==> src/rtl/fc_argmax.sv <==
// Sequential argmax over a captured vector of binary32 scores, one element per cycle.
// Optional build macro FC_ARGMAX_NAN_SKIP_EN excludes NaN elements from selection.
module fc_argmax #(
   parameter int DATA_WIDTH  = 32,
   parameter int NUM_CLASSES = 32,
   parameter int INDEX_WIDTH = 5
) (
   input  logic                              clk,
   input  logic                              rst_n,
   input  logic                              in_valid,
   output logic                              in_ready,
   input  logic [DATA_WIDTH*NUM_CLASSES-1:0] scores,
   output logic                              out_valid,
   input  logic                              out_ready,
   output logic [INDEX_WIDTH-1:0]            out_index,
   output logic [DATA_WIDTH-1:0]             out_score,
   output logic                              out_nan
);

   localparam int CNT_W = (NUM_CLASSES > 1) ? $clog2(NUM_CLASSES) : 1;
   localparam logic [CNT_W-1:0] LAST_K = CNT_W'(NUM_CLASSES - 1);

   typedef enum logic [1:0] {IDLE, SCAN, DONE} state_t;

   state_t                   state_q, state_d;
   logic [CNT_W-1:0]         k_q, k_d;
   logic [DATA_WIDTH-1:0]    best_q, best_d;
   logic [INDEX_WIDTH-1:0]   best_idx_q, best_idx_d;
   logic                     in_ready_q, in_ready_d;
   logic                     out_valid_q, out_valid_d;
   logic [INDEX_WIDTH-1:0]   out_index_q, out_index_d;
   logic [DATA_WIDTH-1:0]    out_score_q, out_score_d;
   logic [DATA_WIDTH-1:0]    buf_q [NUM_CLASSES];
   logic [DATA_WIDTH-1:0]    cand;
   logic                     take;

   // Map IEEE bits onto an unsigned total order: negatives inverted, positives above them.
   function automatic logic [DATA_WIDTH-1:0] ord_key(input logic [DATA_WIDTH-1:0] x);
      return x[DATA_WIDTH-1] ? ~x : (x ^ {1'b1, {(DATA_WIDTH-1){1'b0}}});
   endfunction

`ifdef FC_ARGMAX_NAN_SKIP_EN
   logic best_nan_q, best_nan_d;
   logic out_nan_q, out_nan_d;

   function automatic logic is_nan(input logic [DATA_WIDTH-1:0] x);
      return ((x & DATA_WIDTH'(32'h7F80_0000)) == DATA_WIDTH'(32'h7F80_0000)) &&
             ((x & DATA_WIDTH'(32'h007F_FFFF)) != '0);
   endfunction

   // A NaN best yields to any non-NaN candidate.
   assign take = !is_nan(cand) && (best_nan_q || (ord_key(cand) > ord_key(best_q)));
   assign out_nan = out_nan_q;
`else
   assign take = ord_key(cand) > ord_key(best_q);
   assign out_nan = 1'b0;
`endif

   assign cand      = buf_q[k_q];
   assign in_ready  = in_ready_q;
   assign out_valid = out_valid_q;
   assign out_index = out_index_q;
   assign out_score = out_score_q;

   always_ff @(posedge clk) begin
      if (in_valid && in_ready_q) begin
         for (int i = 0; i < NUM_CLASSES; i++) begin
            buf_q[i] <= scores[DATA_WIDTH*i +: DATA_WIDTH];
         end
      end
   end

   always_comb begin
      state_d     = state_q;
      k_d         = k_q;
      best_d      = best_q;
      best_idx_d  = best_idx_q;
      in_ready_d  = in_ready_q;
      out_valid_d = out_valid_q;
      out_index_d = out_index_q;
      out_score_d = out_score_q;
`ifdef FC_ARGMAX_NAN_SKIP_EN
      best_nan_d  = best_nan_q;
      out_nan_d   = out_nan_q;
`endif
      case (state_q)
         IDLE: begin
            if (in_valid && in_ready_q) begin
               best_d     = scores[DATA_WIDTH-1:0];
               best_idx_d = '0;
               k_d        = CNT_W'(1);
               in_ready_d = 1'b0;
`ifdef FC_ARGMAX_NAN_SKIP_EN
               best_nan_d = is_nan(scores[DATA_WIDTH-1:0]);
`endif
               if (NUM_CLASSES == 1) begin
                  state_d     = DONE;
                  out_valid_d = 1'b1;
                  out_index_d = '0;
                  out_score_d = scores[DATA_WIDTH-1:0];
`ifdef FC_ARGMAX_NAN_SKIP_EN
                  out_nan_d   = best_nan_d;
`endif
               end else begin
                  state_d = SCAN;
               end
            end
         end
         SCAN: begin
            if (take) begin
               best_d     = cand;
               best_idx_d = INDEX_WIDTH'(k_q);
`ifdef FC_ARGMAX_NAN_SKIP_EN
               best_nan_d = 1'b0;
`endif
            end
            k_d = k_q + 1'b1;
            // Final compare folds straight into the output registers.
            if (k_q == LAST_K) begin
               state_d     = DONE;
               out_valid_d = 1'b1;
               out_index_d = best_idx_d;
               out_score_d = best_d;
`ifdef FC_ARGMAX_NAN_SKIP_EN
               out_nan_d   = best_nan_d;
`endif
            end
         end
         DONE: begin
            if (out_ready) begin
               state_d     = IDLE;
               out_valid_d = 1'b0;
               in_ready_d  = 1'b1;
            end
         end
         default: begin
            state_d     = IDLE;
            in_ready_d  = 1'b1;
            out_valid_d = 1'b0;
         end
      endcase
   end

   always_ff @(posedge clk or negedge rst_n) begin
      if (!rst_n) begin
         state_q     <= IDLE;
         k_q         <= '0;
         best_q      <= '0;
         best_idx_q  <= '0;
         in_ready_q  <= 1'b1;
         out_valid_q <= 1'b0;
         out_index_q <= '0;
         out_score_q <= '0;
`ifdef FC_ARGMAX_NAN_SKIP_EN
         best_nan_q  <= 1'b0;
         out_nan_q   <= 1'b0;
`endif
      end else begin
         state_q     <= state_d;
         k_q         <= k_d;
         best_q      <= best_d;
         best_idx_q  <= best_idx_d;
         in_ready_q  <= in_ready_d;
         out_valid_q <= out_valid_d;
         out_index_q <= out_index_d;
         out_score_q <= out_score_d;
`ifdef FC_ARGMAX_NAN_SKIP_EN
         best_nan_q  <= best_nan_d;
         out_nan_q   <= out_nan_d;
`endif
      end
   end

endmodule

==> config.mk <==
export PLATFORM = sky130hd
export DESIGN_NAME = fc_argmax
export DESIGN_NICKNAME = d
export VERILOG_FILES = /design/src/rtl/fc_argmax.sv
export SDC_FILE = /design/constraint.sdc
export NUM_CORES = 1
export LEC_CHECK = 0
export ABC_AREA = 1
export CORE_AREA = 2 2 414 416
export DETAILED_ROUTE_END_ITERATION = 10
export DIE_AREA = 0 0 416 418
export MAX_ROUTING_LAYER = met4
export SLEW_MARGIN = 0
export SYNTH_ARGS = -nofsm -noshare
export SYNTH_HDL_FRONTEND = slang
export SYNTH_SLANG_ARGS = --single-unit
==> constraint.sdc <==
create_clock -name clk -period 30.5 [get_ports clk]
set_clock_uncertainty 0.05 [all_clocks]
set_input_delay 6.1 -clock clk [delete_from_list [all_inputs] [get_ports clk]]
set_output_delay 6.1 -clock clk [all_outputs]
set_load 0.02 [all_outputs]
======== Word-level counts from Yosys, hierarchy flattened ========
Memories as Yosys holds them, arrays and structs flattened.
Index checks and enable logic that the tools add are counted.
word-level totals
  bits in registers ....................... 83
  latch bits .............................. 0
  memory bits (writable) .................. 1024
  memory bits (read-only) ................. 0
  output and inout port bits .............. 40
  logic and storage cells ................. 53
  memories kept ........................... 1
memories
  name   depth  width  rd ports  clocked after Yosys merged registers in  write ports  RTL line  RTL
  buf_q  32     32     1         0                                        32           33        logic [DATA_WIDTH-1:0] buf_q [NUM_CLASSES];
operators by class
  add/subtract/negate cells ............... 1
  multipliers ............................. 0
  divide/modulo/power cells ............... 0
  order comparisons ....................... 1
  equality and inequality tests ........... 6
  shifts and indexed selects .............. 0
  multiplexer cells ....................... 22
  bitwise operators ....................... 6
  reductions and logical operators ........ 8
operators with widths
  kind                   number
  $mux W32               4
  $not A32 Y32           2
  $pmux W32 S2           1
  $gt A32 B32 Y1         1
  $pmux W5 S2            2
  $mux W5                3
  $reduce_and A3 Y1      3
  $mux W1                6
  $mux W2                3
  $ne A2 B2 Y1 const B   3
  $pmux W1 S3            2
  $pmux W2 S3            1
  $add A5 B1 Y5 const B  1
  $eq A5 B5 Y1 const B   1
  $not A1 Y1             4
  $reduce_and A2 Y1      2
  $eq A2 B1 Y1 const B   1
  $eq A2 B2 Y1 const B   1
  $logic_not A2 Y1       1
  $reduce_bool A2 Y1     1
  $logic_and A1 B1 Y1    1

======== Logic depth before layout (Yosys ltp) ========
Gate-level depths: netlist of run 1.
An unclocked memory read counts as a cell.
  word-level depth ........................ 6
  mapped depth ............................ 31

======== Least setup slack after synthesis of run 1 ========
OpenSTA, ideal clock, no wires.
  path type ............................... input-to-reg
  start ................................... input in_valid
  end ..................................... memory buf_q[0][0] (enable)
  arrival time ............................ 25.941 ns
  required time ........................... 29.084 ns
  slack ................................... 3.143 ns
  stages .................................. 2
  cell sequence ........................... nand2_1 > inv_1
RTL lines
  what         RTL line  RTL
  from (decl)  10        input logic in_valid,
  to (decl)    33

==> metrics.md, run 1 <==
| Metric | Value |
|---|---|
| Setup ws final | 20.68 ns |
| Seq cells post-synth | 1107 |
| Chip Height | 418 um |
| Fin nets | 6216 |
| IO Pins | 1068 |
| Initial antenna violation count | 66 |
| Max layer used | met4 |
| Largest family of logic cells by synthesized area | simple AND/OR/NAND/NOR gates |
| Die area | 0.174 mm^2 |
| Slew margin rel. | 23.7% |
| Sequential cell area fraction in the yosys report | 70.8% |
| Final Max Tran Viols | 0 |
| Clock Path Buffers | 3 |
| Post-synth EDFFs | 1024 |
| DP Area | 0.0590 mm^2 |
| Layout fillers | 16400 |
| Post-synthesis mux area share | 0% |
| CTS Hold Bufs | 0 |
| Clock power share | 22.3% |
| DIE WIDTH | 416 um |
| Post CTS Setup Buffer Count | 0 |
| Crit-path cells | clkdlybuf4s50_1 > nand2_1 > inv_8 > buf_4 > buf_12 > buf_4 |
| Crit path max fanout | 171 |
| Initial core utilization | 27.4% |
| VDD IR-drop max | 0.0877 mV |
| Switch share | 42.8% |
| CTS HTree Levels | 3 |
| Metal2 WL | 93.3 mm |
| Ys async rst share | 7.50% |
| Synth warnings | 0 |
| Largest net degree at the start of global routing | 174 |
| Synth Instances | 4164 |
| CTS tree | done |
| Global route overflow | 0 |
| # clock sinks | 1107 |
| CP max stage delay | 0.97 ns |
| Static Leak | 24.1 nW |
| Core area | 0.169 mm^2 |
| # rows | 151 |
| Hold Path Origin | out_index[0]$_DFFE_PN0P_ |
| DR iter-0 viols | 3837 |
| Worst-Margin Slew | 1.14 ns |
| Final period util | 32.2% |
| Main synth FF type | edfxtp_1 |
| Number of global-route vias before repair | 34200 |
| Max Cap Viol | 0 |
| Gr usage total | 22.3% |
| Critical Path RT | 30.84 ns |
| Setup TNS | 0 ns |
| Final number of setup-violating endpoints | 0 |
| WP data arrival | 10.16 ns |
| WL final | 194 mm |
| Multi-input gate area | 0.0120 mm^2 |
| Fraction of layout cells with a size suffix above 1 | 4.51% |
| RSZ-0062 raised after global routing | false |
| Vias | 35500 |
| DP HPWL | 143 mm |
| Placer Congestion | 0.927 |
| CP startpoint kind | input port |
| Count leader, synth | nand2_1 |
| Syn nets | 5226 |
| Simple-gate share of the synthesized area | 20.4% |
| Cell area after synthesis | 0.0463 mm^2 |
| Vias per cell | 4.71 |
| Place WS | 19.98 ns |
| DRC errors left | 0 |
| Met1 WL | 81.2 mm |
| Synth unique cells | 33 |
| Synth area leader | edfxtp_1 |
| Routed Antenna Nets | 0 |
| Final Critical Period | 9.82 ns |
| Top post-synthesis cells by count | 1625 x nand2_1, 1024 x edfxtp_1, 566 x nand3_1 |
| CP endpoint kind | flop |
| Syn Area/Cell | 11.1 um^2 |
| I/O Buffers | 1066 |
| Compound-Gate Fraction of Synth Area | 3.26% |
| Pwr Density | 102 mW/mm^2 |
| RR Startpoint | k_q[0]$_DFFE_PN0P_ |
| First-pass GRT wire length | 263 mm |
| Register Area | 0.0328 mm^2 |
| Top cell type's share of synthesized area | 66.4% |
| Cell-internal power | 0.00368 W |
| Wire per inst | 25.8 um |
| Pre-antenna DRT Iters | 7 |
| Met3 WL post-DR | 12.8 mm |
| Comb power frac | 44.2% |
| WS Path Type | input port to flop |
| Synth area leaders | edfxtp_1 66%, nand2_1 13%, nand3_1 6.1% |
| Sw Pwr | 0.00276 W |
| Flop pwr share | 33.5% |
| Reg clk slew, reported paths | 0.06 ns |
| # resized after CTS | 0 |
| Adder-cell share of the synthesized area | 0.918% |
| Run status | finished clean |
| Crit path top cell by count | buf_4 |
| CTS root buffer | clkbuf_16 |
| Total CTS buffers | 121 |
| Worst reg-to-reg setup slack | 22.91 ns |
| Final instance area | 0.0630 mm^2 |
| Setup crit start | in_valid |
| F_max | 102 MHz |
| Area grow syn2layout | 35.9% |
| Final hold vios | 0 |
| XOR/XNOR Fraction of Synth Area | 1.17% |
| Slowest stage cell, crit path | buf_4 |
| Hold Crit Class | flop to flop |
| Clk_lat worst skew | 0.80 ns |
[metrics by stage]
| step | power [W] | hold WS, ns | instances | util, % |
|---|---|---|---|---|
| after floorplan | 0.00422 | 0.424 | 4164 | - |
| after global placement | 0.00503 | 0.420 | 7249 | 34.9 |
| after detailed placement | 0.00506 | 0.422 | 7249 | 34.9 |
| after CTS | 0.00650 | 0.439 | 7471 | 37.2 |
| after global routing | 0.00686 | 0.447 | 7520 | 37.2 |
| final | 0.00644 | 0.435 | 7531 | 37.3 |
[registers in the layout, indices dropped and copies added (netlist names)]
name        cells
best_idx_q      5
out_valid       1
out_score      32
state_q         2
best_q         32
k_q             5
in_ready        1
buf_q        1024
out_index       5
[power by group through the flow]
stage / combinational (W) / sequential [W] / clock (W)
2_1_floorplan: 0.00177 / 0.00245 / 0
3_3_place_gp: 0.00285 / 0.00218 / 0
3_5_place_dp: 0.00287 / 0.00219 / 0
4_1_cts: 0.00288 / 0.00216 / 0.00146
5_1_grt: 0.00316 / 0.00219 / 0.00152
6_report: 0.00284 / 0.00216 / 0.00144
[worst max-delay path: cells and delay by family]
kind                   cells  cell delay [ns]
buffers and inverters      5             3.56
and+or+nand+nor            1             0.15
[kinds of logic (layout without fill, tap and decap cells)]
group / count (synthesis) / in the layout
AND/OR/NAND/NOR: 2327 / 2327
other: 1 / 61
flip-flops: 1107 / 1107
adder cells (fa/ha/maj): 34 / 34
AO/OA/AOI/OAI: 297 / 297
XOR/XNOR: 62 / 62
buffers and inverters: 336 / 1425
[final timing paths]
| kind | endpoint | depth (start not counted) |
|---|---|---|
| min in group asynchronous | out_score[11]$_DFFE_PN0P_ | 1 |
| max in group asynchronous | k_q[1]$_DFFE_PN0P_ | 2 |
| max | buf_q[13][3]$_DFFE_PP_ | 6 |
| max reg2reg | out_score[3]$_DFFE_PN0P_ | 23 |
| min reg2reg | out_index[0]$_DFFE_PN0P_ | 2 |
| min | out_index[0]$_DFFE_PN0P_ | 2 |
[cell type report]
class	count	area share [%]
well taps	2218	4.41
inverters	89	0.582
repair buffers	1114	17.6
clock inverters	78	1.08
diodes	60	0.238
multi-input cells	2721	19.0
clock buffers	144	4.98
flip-flops and latches	1107	52.1
[per-layer routing]
| metal | track usage [%] | vias to the layer above |
|---|---|---|
| met5 | - | - |
| met4 | 8.01 | 0 |
| li1 | - | 16300 |
| met3 | 3.95 | 306 |
| met2 | 35.6 | 1649 |
| met1 | 28.4 | 17200 |
[cells in the final DEF (no fill, tap or decap), types with 2 or more instances in the layout]
cell type | synthesis | routed
bufinv_16 | 0 | 8
dfrtp_1 | 82 | 77
o21ai_0 | 82 | 82
nand3_1 | 566 | 566
diode_2 | 0 | 60
dfrtp_4 | 0 | 2
clkbuf_16 | 0 | 122
buf_12 | 0 | 3
a21o_1 | 2 | 2
clkbuf_1 | 47 | 22
o22ai_1 | 2 | 2
nand2_1 | 1625 | 1625
clkinv_8 | 0 | 2
o211ai_1 | 2 | 2
inv_8 | 0 | 2
o21ai_1 | 6 | 6
edfxtp_1 | 1024 | 1024
a21oi_1 | 200 | 200
clkdlybuf4s50_1 | 0 | 1065
clkinv_2 | 0 | 16
xor2_1 | 2 | 2
ha_1 | 34 | 34
clkinvlp_4 | 0 | 7
inv_6 | 0 | 11
clkinv_4 | 0 | 3
clkinv_1 | 1 | 32
nor2_1 | 127 | 124
nor3_1 | 2 | 2
inv_1 | 84 | 82
clkinv_16 | 0 | 2
nand4_1 | 2 | 2
o21a_1 | 2 | 2
buf_4 | 12 | 46
nor2_4 | 1 | 3
dfrtp_2 | 0 | 3
xnor2_1 | 60 | 60
(Power assumes the default switching activity.)
==> inputs of run 2 (changes only) <==
Clock period 30.5 ns to 8.2 ns, I/O delays scaled along.
==> metrics.md, run 2 (synthesized netlist as in run 1, its figures left out) <==
| Metric | Value |
|---|---|
| Commonest cells after routing, fill and taps aside | 1625 x nand2_1, 1065 x clkdlybuf4s50_1, 1024 x edfxtp_1, 566 x nand3_1, 200 x a21oi_1 |
| CP startpoint kind | flop |
| Hold Path Origin | out_index[1]$_DFFE_PN0P_ |
| CP endpoint kind | flop |
| Final Critical Period | 5.98 ns |
| Fin nets | 6236 |
| Final number of setup-violating endpoints | 0 |
| Hold Crit Class | flop to flop |
| CTS Hold Bufs | 0 |
| CTS tree | done |
| Critical Path RT | 8.79 ns |
| DP HPWL | 153 mm |
| # clock sinks | 1107 |
| Capturing point of the worst reg2reg path | best_q[7]$_DFFE_PN0P_ |
| Worst-Margin Slew | 1.26 ns |
| Max Cap Viol | 0 |
| # resized after CTS | 0 |
| Chip Height | 418 um |
| Gr usage total | 23.6% |
| Final hold vios | 0 |
| Hold depth | 2 |
| Static Leak | 24.3 nW |
| Pwr Density | 392 mW/mm^2 |
| Post CTS Setup Buffer Count | 0 |
| Core area | 0.169 mm^2 |
| Crit path max fanout | 56 |
| WP data arrival | 6.57 ns |
| Clock Path Buffers | 3 |
| Global route overflow | 0 |
| Initial antenna violation count | 69 |
| Run status | finished clean |
| Max FFs per register | 1024 |
| Placed cell count | 7258 |
| Final Max Tran Viols | 0 |
| Routed Antenna Nets | 0 |
| Hold EP | out_index[1]$_DFFE_PN0P_ |
| WS Path Type | flop to flop |
| Area grow syn2layout | 37.1% |
| Clk_lat worst skew | 0.81 ns |
| First-pass GRT wire length | 275 mm |
| DR iter-0 viols | 4085 |
| Setup ws final | 2.22 ns |
| Final period util | 72.9% |
| Most common cell after layout, fill and taps aside | nand2_1 |
| Reg2reg path depth | 21 |
| CTS root buffer | clkbuf_16 |
| Initial core utilization | 27.4% |
| Placer Congestion | 0.947 |
| I/O Buffers | 1066 |
| Place WS | 2.23 ns |
| Reg clk slew, reported paths | 0.06 ns |
| Vias per cell | 4.77 |
| Reg with most FFs | buf_q |
| Slew margin rel. | 15.8% |
| Pre-antenna DRT Iters | 5 |
| Hold WS | 0.428 ns |
| RR Startpoint | k_q[1]$_DFFE_PN0P_ |
| RSZ-0062 raised after global routing | false |
| DP Area | 0.0592 mm^2 |
| Total CTS buffers | 132 |
| DRC errors left | 0 |
| F_max | 167 MHz |
| Largest net degree at the start of global routing | 222 |
| Wire per inst | 27.2 um |
| Number of global-route vias before repair | 34500 |
| DIE WIDTH | 416 um |
| Final instance area | 0.0635 mm^2 |
| Worst reg-to-reg setup slack | 2.22 ns |
| WL final | 205 mm |
| VDD IR-drop max | 0.598 mV |
| Fraction of layout cells with a size suffix above 1 | 4.91% |
| CTS HTree Levels | 4 |
| IO Pins | 1068 |
| Final non-filler cell total | 7552 |
| # rows | 151 |
| Setup TNS | 0 ns |
| Die area | 0.174 mm^2 |
| Vias | 36100 |
[run 2: cell types whose count changed in the layout (fill, tap and decap cells not counted), sizes merged]
cell and delta:
bufinv -2, buf +9, inv -1, clkinv +1, diode -4, clkbuf +20
clkinvlp -2
[run 2: routing by layer]
layer	vias up	global-route usage, %	wire length [um]
li1	16400	-	-
met1	17700	30.9	87500
met2	1718	36.0	95600
met3	297	5.14	15200
met4	0	8.50	7040
met5	-	-	0
[run 2: critical path: stages, from the launching register on]
cell,delay [ns]
dfrtp_4,0.73
inv_6,0.62
buf_12,0.34
nor2_1,0.08
o21ai_1,0.09
nand3_1,0.22
nand3_1,0.20
nand3_1,0.13
nand2_4,0.50
xnor2_1,0.15
ha_1,0.34
nand4_1,0.12
nor3_1,0.21
and3_1,0.24
nand2_1,0.06
nand2_1,0.07
nand2_1,0.64
buf_4,0.47
nand2_1,0.10
nand3_1,0.07
nand2_1,0.10
nand2_1,0.06
[run 2: stage by stage]
step / total power [W] / utilization [%]
after floorplan: 0.0153 / -
after CTS: 0.0250 / 37.5
after global placement: 0.0192 / 35.0
after detailed placement: 0.0192 / 35.0
after global routing: 0.0264 / 37.6
final: 0.0249 / 37.6
[run 2: area by class of cell]
cell class	instances	area (um^2)
Sequential cell	1107	32800
Multi-Input combinational cell	2721	12000
Tap cell	2218	2780
Timing Repair Buffer	1123	11300
Clock buffer	164	3480
Clock inverter	74	676
Fill cell	16500	106000
Inverter	89	363
Antenna cell	56	140
[run 2: where the power goes]
part	switching, W	total, W	internal [W]
clock	0.00252	0.00575	0.00324
combinational	0.00783	0.0111	0.00328
sequential	0.000511	0.00804	0.00753
[run 2: worst max-delay path by stage]
stage | startpoint | cells past startpoint | to | slack [ns]
2_1_floorplan | in_valid | 2 | buf_q[0][0]$_DFFE_PP_ | -9.38
3_3_place_gp | k_q[1]$_DFFE_PN0P_ | 21 | best_q[8]$_DFFE_PN0P_ | 2.26
3_5_place_dp | k_q[2]$_DFFE_PN0P_ | 20 | best_q[0]$_DFFE_PN0P_ | 2.23
4_1_cts | k_q[2]$_DFFE_PN0P_ | 20 | best_q[7]$_DFFE_PN0P_ | 2.20
5_1_grt | k_q[2]$_DFFE_PN0P_ | 20 | best_q[7]$_DFFE_PN0P_ | 1.88
6_report | k_q[1]$_DFFE_PN0P_ | 21 | best_q[7]$_DFFE_PN0P_ | 2.22
